**src/rtl/fp_int_mac_bit_serial_array.sv**
```systemverilog
// Multi-lane bit-serial FP16 x INT MAC: one broadcast activation, LANES serial weight streams.
// Define FP_INT_MAC_SAT_EN to saturate lane accumulators on signed overflow instead of wrapping.
module fp_int_mac_bit_serial_array #(
  parameter int EXP_WIDTH = 5,
  parameter int MAN_WIDTH = 10,
  parameter int ACC_WIDTH = 32,
  parameter int LANES     = 4,
  parameter int MAX_PREC  = 8
) (
  input  logic                           clk,
  input  logic                           rst,
  input  logic                           set,
  input  logic [EXP_WIDTH-1:0]           exp_set,
  input  logic [ACC_WIDTH-1:0]           fixed_point_acc,
  input  logic                           valid,
  input  logic [3:0]                     precision,
  input  logic [EXP_WIDTH+MAN_WIDTH:0]   act,
  input  logic [LANES-1:0]               w,
  output logic [EXP_WIDTH-1:0]           exp_out,
  output logic [LANES*ACC_WIDTH-1:0]     fixed_point_out,
  output logic                           busy,
  output logic                           done,
  output logic [LANES-1:0]               ovf
);

  localparam int ACT_WIDTH = 1 + EXP_WIDTH + MAN_WIDTH;
  localparam int MANT_W    = MAN_WIDTH + 1;

  logic [EXP_WIDTH-1:0] exp_reg;
  logic [ACT_WIDTH-1:0] act_reg;
  logic [3:0]           prec_reg;
  logic [3:0]           cnt_reg;
  logic                 done_reg;
  logic [LANES-1:0]     ovf_reg;
  logic [ACC_WIDTH-1:0] acc_reg  [LANES];
  logic [ACC_WIDTH-1:0] acc_next [LANES];
  logic [LANES-1:0]     lane_ovf;

  logic                 first_bit;
  logic [ACT_WIDTH-1:0] act_cur;
  logic [3:0]           prec_cur;
  logic [3:0]           p_eff;
  logic                 act_sign;
  logic [EXP_WIDTH-1:0] act_exp;
  logic [MANT_W-1:0]    mant;
  logic [EXP_WIDTH:0]   d;
  logic                 d_neg;
  logic [ACC_WIDTH-1:0] mant_ext;
  logic [ACC_WIDTH-1:0] mag;
  logic [ACC_WIDTH-1:0] aligned;
  logic [ACC_WIDTH-1:0] term;
  logic                 last_bit;

  // On the first bit of a group the live bus is used; afterwards the latched copy,
  // so later bus activity cannot disturb the group in flight.
  always_comb begin
    first_bit = (cnt_reg == 4'd0);
    act_cur   = first_bit ? act : act_reg;
    prec_cur  = first_bit ? precision : prec_reg;
    if (prec_cur < 4'd2)
      p_eff = 4'd2;
    else if (32'(prec_cur) > MAX_PREC)
      p_eff = 4'(MAX_PREC);
    else
      p_eff = prec_cur;

    act_sign = act_cur[ACT_WIDTH-1];
    act_exp  = act_cur[ACT_WIDTH-2 -: EXP_WIDTH];
    mant     = {|act_exp, act_cur[MAN_WIDTH-1:0]};
    d        = {1'b0, exp_reg} - {1'b0, act_exp};
    d_neg    = d[EXP_WIDTH];
    mant_ext = {{(ACC_WIDTH-MANT_W){1'b0}}, mant};
    // Activation larger than the block exponent: keep it unshifted and flag it.
    if (d_neg)
      mag = mant_ext;
    else if (32'(d[EXP_WIDTH-1:0]) >= ACC_WIDTH)
      mag = '0;
    else
      mag = mant_ext >> d[EXP_WIDTH-1:0];
    aligned  = act_sign ? -mag : mag;
    term     = aligned << cnt_reg;
    last_bit = (cnt_reg == p_eff - 4'd1);
  end

  for (genvar gi = 0; gi < LANES; gi++) begin : g_lane
    logic [ACC_WIDTH:0] acc_ext;
    logic [ACC_WIDTH:0] term_ext;
    logic [ACC_WIDTH:0] sum_ext;

    // One guard bit: it holds the true sign, so a mismatch with the MSB is overflow.
    assign acc_ext      = {acc_reg[gi][ACC_WIDTH-1], acc_reg[gi]};
    assign term_ext     = {term[ACC_WIDTH-1], term};
    assign sum_ext      = last_bit ? (acc_ext - term_ext) : (acc_ext + term_ext);
    assign lane_ovf[gi] = sum_ext[ACC_WIDTH] ^ sum_ext[ACC_WIDTH-1];
`ifdef FP_INT_MAC_SAT_EN
    assign acc_next[gi] = !lane_ovf[gi]     ? sum_ext[ACC_WIDTH-1:0] :
                          sum_ext[ACC_WIDTH] ? {1'b1, {(ACC_WIDTH-1){1'b0}}} :
                                               {1'b0, {(ACC_WIDTH-1){1'b1}}};
`else
    assign acc_next[gi] = sum_ext[ACC_WIDTH-1:0];
`endif
    assign fixed_point_out[gi*ACC_WIDTH +: ACC_WIDTH] = acc_reg[gi];
  end

  always_ff @(posedge clk) begin
    if (!rst) begin
      exp_reg  <= '0;
      act_reg  <= '0;
      prec_reg <= '0;
      cnt_reg  <= '0;
      done_reg <= 1'b0;
      ovf_reg  <= '0;
      for (int i = 0; i < LANES; i++) acc_reg[i] <= '0;
    end else if (set) begin
      exp_reg  <= exp_set;
      cnt_reg  <= '0;
      done_reg <= 1'b0;
      ovf_reg  <= '0;
      for (int i = 0; i < LANES; i++) acc_reg[i] <= fixed_point_acc;
    end else begin
      done_reg <= 1'b0;
      if (valid) begin
        if (first_bit) begin
          act_reg  <= act;
          prec_reg <= precision;
        end
        for (int i = 0; i < LANES; i++) begin
          if (w[i]) acc_reg[i] <= acc_next[i];
        end
        ovf_reg  <= ovf_reg | (w & lane_ovf) | {LANES{first_bit & d_neg}};
        cnt_reg  <= last_bit ? 4'd0 : cnt_reg + 4'd1;
        done_reg <= last_bit;
      end
    end
  end

  assign exp_out = exp_reg;
  assign busy    = (cnt_reg != 4'd0);
  assign done    = done_reg;
  assign ovf     = ovf_reg;

endmodule

```
**config.mk**
```make
export PLATFORM = sky130hd
export DESIGN_NAME = fp_int_mac_bit_serial_array
export DESIGN_NICKNAME = d
export VERILOG_FILES = /design/src/rtl/fp_int_mac_bit_serial_array.sv
export SDC_FILE = /design/constraint.sdc
export NUM_CORES = 1
export LEC_CHECK = 0
export CAP_MARGIN = 20
export CELL_PAD_IN_SITES_DETAIL_PLACEMENT = 0
export CELL_PAD_IN_SITES_GLOBAL_PLACEMENT = 2
export CORE_ASPECT_RATIO = 0.9
export CORE_MARGIN = 2
export CORE_UTILIZATION = 38
export CTS_CLUSTER_DIAMETER = 30
export CTS_CLUSTER_SIZE = 8
export DETAILED_ROUTE_END_ITERATION = 16
export PLACE_DENSITY = 0.95
export REMOVE_ABC_BUFFERS = 1
export SETUP_SLACK_MARGIN = 0.4
export SLEW_MARGIN = 15
export SYNTH_ARGS = -nofsm -noshare
export SYNTH_HDL_FRONTEND = slang
export SYNTH_SLANG_ARGS = --single-unit
```
**constraint.sdc**
```tcl
create_clock -name clk -period 16.33 [get_ports clk]
set_input_delay 3.266 -clock clk [delete_from_list [all_inputs] [get_ports clk]]
set_output_delay 3.266 -clock clk [all_outputs]
set_load 0.05 [all_outputs]
```
---- After elaboration in Yosys (flattened, before gate mapping) ----
Memory sizes are Yosys's and may differ from the RTL's.
Cells that the tools add are included.
storage, ports and cells
  input bits .............................. 65
  bits in writable memories ............... 128
  bits in registers ....................... 34
  logic and storage cells ................. 92
  memories kept ........................... 1
operators by class
  shift operators ......................... 2
  eq/ne operators ......................... 1
  $add $sub $neg .......................... 12
  multiplexer cells ....................... 43
  bitwise gates (word level) .............. 19
  reduce and logical (&&, ||, !) cells .... 6
  $lt $le $gt $ge ......................... 2
memory list
  name     depth  width  rd ports  clocked after Yosys merged registers in  write ports  line  source
  acc_reg  4      32     4         0                                        4            35    logic [ACC_WIDTH-1:0] acc_reg [LANES];
operator list
  cell                 number
  $mux 32              10
  $add 32x32->33       4
  $mux 33              4
  $sub 32x32->33       4
  $neg 32->32          1
  $shl 32x4->32        1
  $shr 11x5->32        1
  $mux 1               24
  $mux 16              1
  $mux 4               4
  $or 1x1->1           8
  $or 4x4->4           2
  $sub 5x5->6          1
  $reduce_or 5->1      1
  $add 4x1->4 const B  1
  $and 4x4->4          1
  $eq 4x4->1           1
  $gt 4x4->1 const B   1
  $logic_not 4->1      1
  $lt 4x2->1 const B   1
  $reduce_bool 4->1    1
  $sub 4x1->4 const B  1
  $xor 1x1->1          4
  $not 1->1            3
  4 further kinds      4

---- Depth between registers and ports, before layout ----
Gate-level depths: netlist of run 1.
  depth in word-level cells ............... 14
  depth in mapped cells ................... 58
  depth with buffers taken out ............ 52

---- Worst setup path after synthesis of run 1 ----
No wires, ideal clock.
  path kind ............................... input to register
  start ................................... input port act[11]
  end ..................................... memory acc_reg[1][28], data pin
  buffers on the path ..................... 1
  setup slack ............................. 4.055 ns
  stages on the path ...................... 43
  library setup time ...................... 0.264 ns
  arrival ................................. 12.012 ns
  cell sequence ........................... mux2i_1 > inv_1 > fa_1 > nor2b_1 > o21ai_1 > o31ai_1 > o21a_1 > buf_1 > nand3_1 > nand2_2 > inv_1 > ha_1 > nor2_1 > a31oi_1 > mux2i_1 > nor2_1 > nand2_1 > ha_1 > [7 not listed] > a21oi_1 > o21bai_1 > a21oi_1 > o21bai_1 > a2111oi_0 > nor3_1 > nor3b_1 > o21ai_0 > maj3_1 > maj3_1 > a221oi_1 > o2111ai_1 > a31oi_1 > nor2b_1 > o21ai_0 > nand2b_1 > xnor2_1 > o21ai_1
RTL lines
  what                line  source
  start: declaration  17    input logic [EXP_WIDTH+MAN_WIDTH:0] act,
  end: declaration    35

==> Implementation_results.wiki, run 1 <==
{| class="wikitable"
! Metric !! Value
|-
| Ranking of synthesized cells by area || edfxtp_1, ha_1, o21ai_0
|-
| Avg Vias per Cell || 5.90
|-
| Post-synth EDFFs || around 130
|-
| First-pass iteration count of the detailed router || 5
|-
| Unrepaired setup endpoints after global routing || no
|-
| Total Wirelength || between 50000 and 60000 um
|-
| Part of the total power dissipated in the clock network || a little under a fifth
|-
| Highest clock frequency the design can meet || slightly below 70 MHz
|-
| Slowest-stage cell, CP || fa_1
|-
| Total count of hold-check failures in the final report || 0
|-
| Largest stage delay, worst path || 1.11 ns
|-
| Initial cell density of the core || around two fifths
|-
| Wire per inst || 20.5 um
|-
| Setup CP Type || primary input to flip-flop
|-
| Relative contribution of sequential cells to total power || 23.9%
|-
| Cell internal power dissipation || approximately 1200 uW
|-
| Synth warn || 0
|-
| Max Transition Viols Final || 0
|-
| Sw power || between 1000 and 1500 uW
|-
| Leakage || 0.00802 uW
|-
| Sum of internal, switching and leakage power || around 2300 uW
|-
| Largest net degree at the start of global routing || 66
|-
| Reported max-cap violation count || 0
|-
| Post-placement worst setup slack || between 1 and 1.5 ns
|-
| Hold buffer count at CTS || 0
|-
| Type of the worst min-delay path || flip-flop to flip-flop
|-
| Origin of the worst min-delay path || act_reg[0]
|-
| Netlist area before placement || about 17000 um2
|-
| Antenna violations before repair || 1
|-
| Shortest period the worst path allows || roughly 15 ns
|-
| Clock insertion delay at the later pin of the skew report || 0.49 ns
|-
| Relative slew margins || between 30% and 40%
|-
| First-pass GRT wire length || 86900 um
|-
| CTS clock-pin slew for the worst setup and hold paths || around 0.07 ns
|-
| Buffer cell driving the clock tree root || clkbuf_16
|-
| Transition time at the pin with the least slew margin || 0.922 ns
|-
| Post-synthesis sequential element count || approximately 160
|-
| Share of layout cells above drive strength 1 || under 10%
|-
| Required time at the endpoint of the critical path || approximately 17 ns
|-
| Crit Reg-Reg Endpoint || acc_reg[1][28]
|-
| Yosys top cell by area || edfxtp_1
|-
| Number of stages on the worst hold path || 2
|-
| TritonCTS clock tree || built
|-
| Reg2reg start || cnt_reg[1]
|-
| Routability Congestion || approximately 0.9
|-
| Number of flip-flops in the largest register || roughly 130
|-
| DIE AREA || approximately 45000 um2
|-
| Worst Hold Path EP || act_reg[0]
|-
| Inserted Clock Buffers || 17
|-
| Power per unit of standard cell area || around 110 nW/um2
|-
| Setup slack of the worst register-to-register path || 3.05 ns
|-
| FFs w/ async S/R, synth || 0%
|-
| Floorplan core area || 43100 um2
|-
| Synthesized instance count || between 1500 and 2000
|-
| All-layer global routing usage || between 20% and 30%
|-
| Max clock buf depth || 2
|-
| Max Clock Skew || 0.0174 ns
|-
| Maximum fanout along the worst path || 20
|-
| Mean instance size in the synthesized netlist || between 8 and 9 um2
|-
| Fin nets || 2319
|-
| Share of the yosys chip area belonging to registers || around 27%
|-
| Total number of vias || roughly 16000
|-
| Placed wire-length estimate || between 40000 and 50000 um
|-
| Area added between synthesis and finish || 19.2%
|-
| Proportion of total power due to net switching || 45.4%
|-
| Diode insertion count for antenna repair || 0
|-
| Data arrival time at the worst-slack endpoint || 14.91 ns
|-
| Worst supply voltage drop on vdd || a little under 0.07 mV
|-
| Part of the power in combinational logic || 57.4%
|-
| Number of clock sinks || about 160
|-
| Number of remaining DRC errors || 0
|-
| Number of distinct standard cells referenced by the synthesized netlist || around 120
|-
| Share of Yosys cell area claimed by the top area cell type || 23.2%
|-
| Setup fix buffers added after clock tree synthesis || 0
|-
| Vias in the first global route || between 15000 and 20000
|-
| Y dimension of the die || roughly 200 um
|-
| Antenna-violating nets left || 0
|-
| Number of port buffers || just over 200
|-
| Die width || around 220 um
|-
| Row count || a little over 70
|-
| Kind of start point of the critical path || primary input
|-
| Setup_tns || 0 ns
|-
| Least setup slack across all paths after layout || between 1.5 and 2 ns
|-
| Period utilization || 90.0%
|-
| Worst setup EP type || flip-flop
|-
| Count of endpoints failing setup in the final report || 0
|-
| Tightest hold margin || 0.469 ns
|-
| Top FF cell, synth || edfxtp_1
|-
| Drt first-iter violations || approximately 1200
|-
| Outcome || complete, no violations
|-
| # resized after CTS || 0
|-
| Cell count of the worst reg-to-reg path || 47
|-
| Gr ovfl total || 0
|-
| Io pins || just over 200
|-
| CTS HTree Levels || 4
|}
-- final cells by class --
type	instances	area, um2
well taps	555	694
repair buffers	235	2280
clock inverters	15	159
clock buffers	17	425
inverters	76	285
multi-input cells	1638	11400
flip-flops and latches	162	4520
fillers	4188	23300
-- synth_stat cells (24+ instances only) --
library cell and instances:
a21boi_0 25, a21o_1 38, a21oi_1 116, a31oi_1 24, clkbuf_1 73, dfxtp_1 34, edfxtp_1 128, ha_1 119
inv_1 74, mux2i_1 41, nand2_1 223, nand3_1 103, nor2_1 120, nor3_1 38, o21ai_0 178, xnor2_1 99
xor2_1 63
-- power by group through the flow --
stage | sequential, uW | clock (uW) | combinational, uW
2_1_floorplan | 673 | 0 | 812
3_3_place_gp | 548 | 0 | 1260
3_5_place_dp | 547 | 0 | 1280
4_1_cts | 539 | 433 | 1290
5_1_grt | 545 | 446 | 1410
6_report | 539 | 422 | 1290
-- layer usage --
layer  up-vias  GRT usage, %  part of all wire, %  wire (um)
met3        48          3.42                  5.7       3120
li1       7665             -                    -          -
met1      7691          35.1                   48      26800
met4         0          5.63                  1.3        692
met2       513          38.3                   45      24700
met5         -             0                    0          0
-- metrics by stage --
step / cell area [um2] / instances / util, %
floorplan: 16200 / 1876 / -
global placement: 19200 / 2664 / 44.5
detailed placement: 19200 / 2664 / 44.5
CTS: 19700 / 2696 / 45.8
global route: 19800 / 2698 / 45.9
finish: 19800 / 2698 / 45.9
-- how the worst max path moves through the flow --
stage | end | depth (start not counted) | startpoint | slack (ns)
after detailed placement | acc_reg[1][28] | 41 | act[11] | 1.43
after global placement | acc_reg[1][28] | 41 | act[11] | 1.74
after CTS | acc_reg[1][28] | 41 | act[11] | 1.92
after floorplan | acc_reg[1][28] | 42 | act[10] | 3.70
after global routing | acc_reg[1][28] | 41 | act[11] | 0.70
final | acc_reg[1][28] | 41 | act[11] | 1.64
-- cell usage in the layout, fill, tap and decap left out, drive strengths merged, types with 17 or more instances in the layout --
| master | count |
|---|---|
| o21ai | 198 |
| xnor2 | 100 |
| and3 | 24 |
| dfxtp | 34 |
| inv | 80 |
| ha | 119 |
| or3 | 17 |
| a21oi | 120 |
| nor2 | 120 |
| nand2b | 21 |
| xor2 | 64 |
| nor3 | 45 |
| clkdlybuf4s50 | 203 |
| o211ai | 18 |
| clkbuf | 17 |
| nand3 | 103 |
| o31ai | 24 |
| buf | 32 |
| edfxtp | 128 |
| a21boi | 27 |
| nor2b | 23 |
| a21o | 39 |
| o21bai | 17 |
| mux2i | 42 |
| nand2 | 225 |
| a31oi | 24 |
-- cells by family after synthesis --
kind of cell | Yosys count | synth area share (%)
mux | 59 | 4.13
xor+xnor | 165 | 8.96
flops | 162 | 27.3
simple gates | 660 | 19.7
fa+ha+maj | 139 | 10.6
buf+inv | 169 | 4.13
compound gates | 615 | 25.2
-- critical path, delay by kind of cell --
kind	cells	cell delay (ns)
buffers and inverters	3	0.71
multiplexers	4	1.05
AND/OR/NAND/NOR	9	1.43
AO/OA/AOI/OAI	17	5.24
adder cells (fa/ha/maj)	6	2.90
XOR/XNOR	2	0.27
Power figures use the tool's default switching activity.
==> run 2: changes to the inputs <==
Settings changed: GPL_ROUTABILITY_DRIVEN from default to 0, RECOVER_POWER from default to 50.
==> run 2 against run 1 <==
The flow now finishes with violations (capacitance limit, slew limit). Flip-flop and latch count unchanged. Design area down 0.46%. Setup slack better by 0.16 ns. Fmax up 1.1%. Die area unchanged. Via count down 0.45%. Utilization down 0.21 points. Critical path depth unchanged. Clock skew up 0.0047 ns. Combinational power about the same.
==> Implementation_results.wiki, run 2 (synthesized netlist as in run 1, its figures left out) <==
{| class="wikitable"
! Metric !! Value
|-
| Most common library cell in the layout ignoring fill and taps || nand2_1
|-
| Power per unit of standard cell area || 112 nW/um2 (-1.8%)
|-
| Clock insertion delay at the later pin of the skew report || 0.48 ns (about the same)
|-
| Leakage || 0.00825 uW (+2.9%)
|-
| Antenna violations before repair || 0 (-1)
|-
| # resized after CTS || 0 (unchanged)
|-
| Setup fix buffers added after clock tree synthesis || 0 (unchanged)
|-
| Data arrival time at the worst-slack endpoint || 14.74 ns (-0.17 ns)
|-
| First-pass iteration count of the detailed router || 6 (+1)
|-
| Worst supply voltage drop on vdd || 0.0576 mV (-17%)
|-
| Max Transition Viols Final || 54 (+54)
|-
| Total Wirelength || 54200 um (-2.0%)
|-
| Number of flip-flops in the largest register || 128 (unchanged)
|-
| Highest clock frequency the design can meet || 68.8 MHz (+1.1%)
|-
| Gr ovfl total || 0 (unchanged)
|-
| Largest net degree at the start of global routing || 66 (unchanged)
|-
| Required time at the endpoint of the critical path || 16.53 ns (-0.02 ns)
|-
| Largest stage delay, worst path || 1.08 ns (-0.03 ns)
|-
| Number of fillers in the final layout || 4206 (+0.43%)
|-
| Max Clock Skew || 0.0221 ns (+0.00469 ns)
|-
| Row count || 72 (unchanged)
|-
| Most used cells in the layout excluding fill and tap cells || nand2_1, o21ai_0, dlygate4sd3_1
|-
| Diode insertion count for antenna repair || 0 (unchanged)
|-
| Buffer cell driving the clock tree root || clkbuf_16
|-
| Die width || 224 um (unchanged)
|-
| Placed inst area || 19100 um2 (about the same)
|-
| Avg Vias per Cell || 5.88 (-0.37%)
|-
| TritonCTS clock tree || built
|-
| First-pass GRT wire length || 85100 um (-2.0%)
|-
| Setup CP Type || primary input to flip-flop
|-
| Transition time at the pin with the least slew margin || 2.60 ns (+1.68 ns)
|-
| Total area of sequential cells || 4520 um2 (unchanged)
|-
| CTS clock-pin slew for the worst setup and hold paths || 0.07 ns (about the same)
|-
| DIE AREA || 45300 um2 (unchanged)
|-
| Placed wire-length estimate || 40500 um (-2.4%)
|-
| Non-filler instance count after layout || 2696 (-0.074%)
|-
| Period utilization || 89.0% (-0.95 points)
|-
| Outcome || complete, but fails checks
|-
| Floorplan core area || 43100 um2 (unchanged)
|-
| Total number of vias || 15800 (-0.45%)
|-
| Area of the multi-input gates || 11400 um2 (about the same)
|-
| Area added between synthesis and finish || 18.6%
|-
| Inserted Clock Buffers || 17 (unchanged)
|-
| Number of remaining DRC errors || 0 (unchanged)
|-
| Shortest period the worst path allows || 14.54 ns (-0.155 ns)
|-
| Number of port buffers || 203 (unchanged)
|-
| Maximum fanout along the worst path || 20 (unchanged)
|-
| Kind of start point of the critical path || primary input
|-
| Y dimension of the die || 202 um (unchanged)
|-
| Drt first-iter violations || 1478 (+20%)
|-
| Relative slew margins || -73.5% (-110 points)
|-
| Reported max-cap violation count || 2 (+2)
|-
| Vias in the first global route || 15200 (-0.82%)
|-
| Share of layout cells above drive strength 1 || 7.29% (-0.41 points)
|-
| CTS HTree Levels || 4 (unchanged)
|-
| Sum of internal, switching and leakage power || 2200 uW (-2.3%)
|-
| Hold buffer count at CTS || 0 (unchanged)
|-
| Initial cell density of the core || 38.5% (unchanged)
|-
| Wire per inst || 20.1 um (-1.9%)
|-
| Antenna-violating nets left || 0 (unchanged)
|-
| Worst setup EP type || flip-flop
|-
| All-layer global routing usage || 23.7% (-0.55 points)
|-
| Io pins || 204 (unchanged)
|-
| Final std cell area, no fill || 19700 um2 (-0.46%)
|-
| Count of endpoints failing setup in the final report || 0 (unchanged)
|-
| Fin nets || 2317 (-0.086%)
|-
| Cell Count Post-Placement || 2662 (-0.075%)
|-
| Slowest-stage cell, CP || fa_1
|-
| Violations in the final reports || capacitance limit, slew limit
|-
| Type of the worst min-delay path || flip-flop to flip-flop
|-
| Setup_tns || 0 ns (unchanged)
|-
| Unrepaired setup endpoints after global routing || no
|-
| Number of clock sinks || 162 (unchanged)
|-
| Max clock buf depth || 2 (unchanged)
|-
| Total count of hold-check failures in the final report || 0 (unchanged)
|}
==> run 2: cell types whose count changed in the layout (fill, tap and decap cells not counted), sizes merged <==
cell	change
buf	-8
clkbuf	+13
bufinv	-2
clkdlybuf4s50	-141
dlygate4sd3	+141
clkinvlp	-5
==> run 2: cell type report <==
type | count | area share [%]
multi-input cells | 1638 | 57.9
flip-flops and latches | 162 | 23.0
repair buffers | 233 | 11.4
well taps | 555 | 3.53
clock buffers | 24 | 2.52
inverters | 76 | 1.45
clock inverters | 8 | 0.248
==> run 2: per-layer routing <==
layer,vias up,track usage (%),share of wire [%]
met4,0,6.62,1.6
met2,572,36.9,44
li1,7654,-,-
met5,-,0,0
met1,7561,33.5,47
met3,59,4.51,6.9
==> run 2: path summary, 6_finish.rpt <==
kind | to | slack, ns | start | cells past startpoint
setup / recovery | acc_reg[1][28] | 1.79 | act[11] | 41
hold / removal | prec_reg[0] | 0.48 | prec_reg[0] | 2
setup reg to reg | acc_reg[1][28] | 2.47 | cnt_reg[1] | 47
hold reg to reg | prec_reg[0] | 0.48 | prec_reg[0] | 2
==> run 2: power breakdown <==
group          switching [uW]  total [uW]  internal (uW)  leakage [uW]
clock network             186         398            213      0.000284
registers                40.8         539            498       0.00169
logic                     776        1270            490       0.00627
==> run 2: per-stage QoR <==
stage	worst slack, ns	hold WS, ns	util (%)
after floorplan	3.70	0.443	-
after global placement	1.83	0.450	44.5
after detailed placement	1.51	0.473	44.5
after CTS	1.99	0.482	45.7
after global routing	0.714	0.508	45.7
final	1.79	0.478	45.7
==> run 2: worst max-delay path: cells and delay by family <==
family                   cells  cell delay, ns
AND/OR/NAND/NOR              9            1.45
multiplexers                 4            1.03
buffers and inverters        3            0.69
AO/OA/AOI/OAI               17            5.12
XOR/XNOR                     2            0.32
adder cells (fa/ha/maj)      6            2.85
